`config.mk`:
```
export PLATFORM = sky130hd
export DESIGN_NAME = cdb_tx_link_ctrl
export DESIGN_NICKNAME = d
export VERILOG_FILES = /design/src/rtl/cdb_tx_link_ctrl.sv
export SDC_FILE = /design/constraint.sdc
export NUM_CORES = 1
export LEC_CHECK = 0
export BUFFER_PORTS_ARGS = -buffer_cell sky130_fd_sc_hd__buf_4
export CAP_MARGIN = 20
export CORE_MARGIN = 5
export CORE_UTILIZATION = 53
export CTS_BUF_LIST = sky130_fd_sc_hd__clkbuf_4
export CTS_CLUSTER_DIAMETER = 150
export DETAILED_ROUTE_END_ITERATION = 8
export GPL_TIMING_DRIVEN = 0
export PLACE_DENSITY_LB_ADDON = 0.05
export SLEW_MARGIN = 25
export SYNTH_ARGS = -nofsm -noshare
export SYNTH_HDL_FRONTEND = slang
export SYNTH_SLANG_ARGS = --single-unit
```
`constraint.sdc`:
```
create_clock -name clk_out -period 2.5 [get_ports clk_out]
set_input_delay 0 -clock clk_out [delete_from_list [all_inputs] [get_ports clk_out]]
set_output_delay 0 -clock clk_out [all_outputs]
set_load 0.01 [all_outputs]
```
`src/rtl/cdb_tx_link_ctrl.sv`:
```
// cdb_tx_link_ctrl: CHI TX link-layer activation FSM with per-channel credit tracking
module cdb_tx_link_ctrl #(
    parameter int NUM_CH       = 4,
    parameter int CRD_MAX      = 15,
    parameter int IDLE_TIMEOUT = 64
) (
    input  logic              clk_out,
    input  logic              rst_out,
    input  logic              link_en,
    input  logic              wake_req,
    input  logic [NUM_CH-1:0] cdb_fifo_nempty,
    input  logic [NUM_CH-1:0] tx_flitpend,
    input  logic [NUM_CH-1:0] tx_flitv,
    input  logic [NUM_CH-1:0] txcrdv,
    input  logic              txlinkactiveack,
    output logic              txlinkactivereq,
    output logic [NUM_CH-1:0] en_flitv,
    output logic [NUM_CH-1:0] link_deactive,
    output logic [1:0]        link_state,
    output logic              crd_err
);
    localparam int CW = $clog2(CRD_MAX + 1);

    typedef enum logic [1:0] {STOP = 2'd0, ACTIVATE = 2'd1, RUN = 2'd2, DEACT = 2'd3} state_t;

    state_t         state_q, state_d;
    logic [15:0]    idle_q, idle_d;
    logic [CW-1:0]  crd_q [NUM_CH];
    logic [CW-1:0]  crd_d [NUM_CH];
    logic           err_q, err_d;
    logic           idle, expired, all_zero;

    assign idle       = ~|cdb_fifo_nempty & ~|tx_flitpend;
    assign expired    = (IDLE_TIMEOUT != 0) && idle && (idle_q == 16'(IDLE_TIMEOUT - 1));
    assign link_state = state_q;
    assign crd_err    = err_q;

    // Credit counters: grant adds, sent/returned flit subtracts, saturate and flag on over/underflow
    always_comb begin
        err_d    = err_q;
        all_zero = 1'b1;
        for (int i = 0; i < NUM_CH; i++) begin
            all_zero = all_zero & (crd_q[i] == '0);
            crd_d[i] = crd_q[i];
            if (txcrdv[i] & ~tx_flitv[i]) begin
                if (crd_q[i] == CW'(CRD_MAX)) err_d = 1'b1;
                else crd_d[i] = crd_q[i] + 1'b1;
            end else if (tx_flitv[i] & ~txcrdv[i]) begin
                if (crd_q[i] == '0) err_d = 1'b1;
                else crd_d[i] = crd_q[i] - 1'b1;
            end
        end
    end

    // Link FSM next state and RUN-only saturating idle counter
    always_comb begin
        state_d = state_q;
        case (state_q)
            STOP:     state_d = (link_en & ~txlinkactiveack & (|cdb_fifo_nempty | wake_req)) ? ACTIVATE : STOP;
            ACTIVATE: state_d = txlinkactiveack ? RUN : ACTIVATE;
            RUN:      state_d = ((~link_en | expired) & idle) ? DEACT : RUN;
            DEACT:    state_d = (~txlinkactiveack & all_zero) ? STOP : DEACT;
            default:  state_d = STOP;
        endcase
        idle_d = (state_q == RUN && state_d == RUN && idle) ? ((idle_q == 16'hFFFF) ? idle_q : idle_q + 16'd1) : 16'd0;
    end

    // State, counters and registered output decode
    always_ff @(posedge clk_out) begin
        if (rst_out) begin
            state_q         <= STOP;
            idle_q          <= '0;
            err_q           <= 1'b0;
            txlinkactivereq <= 1'b0;
            en_flitv        <= '0;
            link_deactive   <= '0;
            for (int i = 0; i < NUM_CH; i++) crd_q[i] <= '0;
        end else begin
            state_q         <= state_d;
            idle_q          <= idle_d;
            err_q           <= err_d;
            txlinkactivereq <= (state_d == ACTIVATE) || (state_d == RUN);
            en_flitv        <= {NUM_CH{state_d == RUN}};
            link_deactive   <= {NUM_CH{state_d == DEACT}};
            for (int i = 0; i < NUM_CH; i++) crd_q[i] <= crd_d[i];
        end
    end
endmodule

```
### Yosys cells after proc, flatten, opt, wreduce, memory -nomap -nowiden

Memories as Yosys holds them, arrays and structs flattened.
Cells that the tools add are included.

| word-level totals | value |
|---|---|
| RAM bits | 16 |
| register bits after elaboration | 22 |
| output and inout port bits | 12 |
| word-level logic and storage cells | 119 |
| input port bits | 21 |
| memories | 1 |

Memories:

| name | depth | width | rd ports | clocked after memory_dff | write ports | line | text |
|---|---|---|---|---|---|---|---|
| crd_q | 4 | 4 | 4 | 0 | 4 | 28 | `logic [CW-1:0] crd_q [NUM_CH];` |

| operators by class | value |
|---|---|
| equal/unequal tests | 12 |
| bitwise logic cells | 33 |
| reduce and logical (&&, ||, !) cells | 14 |
| add/sub/neg operators | 9 |
| mux-type cells | 44 |

Operators by type and width:

| kind | number |
|---|---|
| $mux W4 | 20 |
| $mux W1 | 21 |
| $add A16 B1 Y16 const B | 1 |
| $add A4 B1 Y4 const B | 4 |
| $and A1 B1 Y1 | 16 |
| $eq A16 B16 Y1 const B | 1 |
| $eq A16 B6 Y1 const B | 1 |
| $eq A4 B4 Y1 const B | 4 |
| $logic_not A4 Y1 | 4 |
| $sub A4 B1 Y4 const B | 4 |
| $not A1 Y1 | 11 |
| $eq A2 B2 Y1 const B | 4 |
| $pmux W2 S4 | 1 |
| $reduce_or A4 Y1 | 2 |
| $or A1 B1 Y1 | 6 |
| $eq A2 B1 Y1 const B | 2 |
| $mux W2 | 2 |
| $logic_and A1 B1 Y1 | 3 |
| $logic_not A1 Y1 | 2 |
| $logic_not A2 Y1 | 1 |
| $reduce_or A2 Y1 | 1 |
| $logic_or A1 B1 Y1 | 1 |

### Logic depth before layout (Yosys ltp)

| depth | value |
|---|---|
| depth in word-level cells | 13 |
| mapped depth | 11 |
| depth with buffers taken out | 9 |

### Least setup slack after synthesis

OpenSTA, ideal clock, no wires.

| timing | value |
|---|---|
| path kind | reg2reg |
| start | memory crd_q[0][0] (netlist name) |
| end | register idle_q[0] |
| buffers on the path | 2 |
| clock period less this slack | 2.479 ns |
| arrival | 2.361 ns |
| setup slack | 0.021 ns |
| required time | 2.383 ns |
| stages on the path, launching flop included | 11 |
| setup time | 0.117 ns |
| cell sequence | dfxtp_1 > or4_4 > or3_4 > o21ai_0 > nand2_1 > ha_1 > nor2b_1 > nand2b_1 > clkbuf_1 > buf_2 > nor2_1 |

RTL lines:

| what | line | text |
|---|---|---|
| from (decl) | 28 |  |
| to (signal assigned) | 80 | `idle_q <= idle_d;` |
| to (decl) | 27 | `logic [15:0] idle_q, idle_d;` |

==> impl_metrics.toml <==
[run_status]
status = "finished, final reports clean"

[setup_path]
worstPathMaxFanout = 10
required_ps = 2780
worst_ep_arrival_time_ps = 2720
cp-start-kind = "flip-flop"
worstSetupPathType = "flip-flop to flip-flop"
endpoint_kind = "flip-flop"

[flow_run]
drv_cap = 0

[sta]
rsz0062_at_grt = "true"
fin_setup_tns_ps = 0
hold_violations = 0
worst_pin_slew_ps = 531.3
fmax_ghz = 0.4093
slew_headroom_pct = 64.58
setup_viol = 0
period_share_pct = 97.73
period_needed_ps = 2443
slew_violations = 0
skew_ps = 12.92

[layout]
syn_to_final_growth_pct = 24.41
finalInstanceArea_sq_um = 2710
nets = 334
layout_common_cells = "buf_4, dfxtp_1, nor2_1"
diodes = 0
drive_above_1_share_pct = 25.08
num-fill-cells = 347
mostFrequentLayoutCell = "buf_4"

[placed_design]
place_area_sq_um = 2481
io_buffers = 32
hpwlAfterDp_um = 3355
globalplace.congestion = 0.8379

[yosys]
netlist_area_sq_um = 2178
avgSynthCellArea_sq_um = 8.748
synth_edf_count = 0
netlist_instances = 249
yosysWarnings = 0
syn-num-nets = 285
synthTopCellsByArea = "dfxtp_1, ha_1, xnor2_1"
ys_ff_latch = 38
ys_seq_area_share_pct = 34.92
yosys.area.top_type = "dfxtp_1"
synth_cell_type_count = 44
synthArstFlopShare_pct = 0
synth_ff_type = "dfxtp_1"
synth_top_area_share_pct = 34.92

[die]
rows = 23
pin_count = 33
die_area_sq_um = 5492
die_w_um = 74.11
start_util_pct = 54.46
dieHeight_um = 74.11
core-area_sq_um = 4000

[grt]
gr-total-overflow = 0
antenna_found_initial = 0
grt_pass1_vias = 1782
grt_pass1_wl_um = 7872
grt_max_degree = 13
track_usage_pct = 17.96

[drt]
wirelength_um = 4768
post_drt_wl_per_cell_um = 13.66
viasPerCell = 5.593
drt_iter0_markers = 158
drtPass1Iterations = 4
route.vias.total = 1952
antenna_left = 0
drc = 0

[power_and_ir_drop]
p_leak_nw = 1.139
peakVddDrop_mv = 0.4543
p_per_area_nw_per_um2 = 609.5

[hold_path]
min_path_type = "input port to flip-flop"

[clock_tree]
clk_latency_ps = 340
clock_path_buffers = 2
cts-root-buf = "clkbuf_4"
clk_pin_slew_ps = 120
cts_sinks = 38
htreeDepth = 2
cts-buffers-inserted = 5
cts_tree = "done"
-- repair_timing --
action | CTS | global route
hold buffers | 4 | 0
pin swaps | 1 | 2
endpoints found under the hold margin | 8 | 0
setup endpoints to repair | 16 | 12
setup buffers | 1 | 6
resized for setup | 8 | 11
-- path summary, 6_finish.rpt --
path	startpoint	end	slack (ps)	depth (start not counted)
max	crd_q[0][3]	idle_q[9]	60	8
min reg2reg	idle_q[5]	idle_q[5]	480	2
min	txcrdv[1]	crd_q[1][1]	30	4
max reg2reg	crd_q[0][3]	idle_q[9]	60	8
-- synth_stat cells, types with 4 or more instances --
library cell	n
buf_4	6
nand2b_1	6
nor4_1	4
nand2_1	20
inv_1	8
nand4_1	9
nor2b_1	4
ha_1	11
nor3b_1	4
xor2_1	7
o21ai_0	7
dfxtp_1	38
a211oi_1	4
mux2i_1	6
nor2_1	26
clkbuf_1	4
xnor2_1	13
nand3_1	8
a21oi_1	16
fa_1	4
-- registers in the layout (all words and copies together) (netlist names) --
signal and cells:
crd_err 1, txlinkactivereq 1, link_deactive 1, link_state 2, en_flitv 1, idle_q 16
crd_q 16
-- kinds of logic (layout without fill, tap and decap cells) --
group / after synthesis / count (layout) / share of synthesized area, %
adder cells (fa/ha/maj): 15 / 15 / 9.994
buffers and inverters: 21 / 71 / 4.824
AO/OA/AOI/OAI: 44 / 44 / 13.10
XOR/XNOR: 20 / 20 / 8.041
multiplexers: 6 / 6 / 2.757
AND/OR/NAND/NOR: 105 / 105 / 26.36
flip-flops: 38 / 38 / 34.92
-- power breakdown --
part	total (mW)	internal, mW	switching (mW)	leakage [nW]
combinational	0.494	0.273	0.221	0.781
sequential	0.745	0.672	0.0728	0.313
clock	0.413	0.207	0.206	0.0450
-- area by class of cell --
type,count,area [sq um],area share [%]
Clock buffer,5,37.54,1.385
Timing Repair Buffer,43,332.8,12.28
Multi-Input combinational cell,190,1358,50.09
Tap cell,50,62.56,2.308
Inverter,8,30.03,1.108
Sequential cell,38,772.0,28.49
Clock inverter,3,40.04,1.477
Buffer,12,77.57,2.862
-- critical path: stages (launching register included) --
cell,delay (ps)
dfxtp_2,350
or4_4,540
or3_4,430
a311oi_4,300
ha_2,220
nor2b_4,170
nand2b_4,100
buf_6,160
a21oi_1,100
-- per-stage QoR --
stage	total power, mW	utilization, %	hold WS, ps	cells	setup WS, ps
4_1_cts	1.635	65.87	13.00	343	15.38
2_1_floorplan	1.065	-	71.61	249	21.42
6_report	1.652	67.75	27.48	349	56.77
3_3_place_gp	1.172	62.03	184.3	331	-333.3
5_1_grt	1.756	67.75	30.93	349	-23.47
3_5_place_dp	1.187	62.03	190.2	331	-358.3
-- layer usage --
metal / global-route usage [%] / vias up / share of wire, %
met5: 0 / - / 0
met4: 6.640 / 0 / 0.55
met3: 3.649 / 2 / 7.3
met2: 29.23 / 52 / 46
met1: 23.52 / 909 / 46
li1: - / 989 / -
Note: power is estimated with default switching activity, not from simulation.
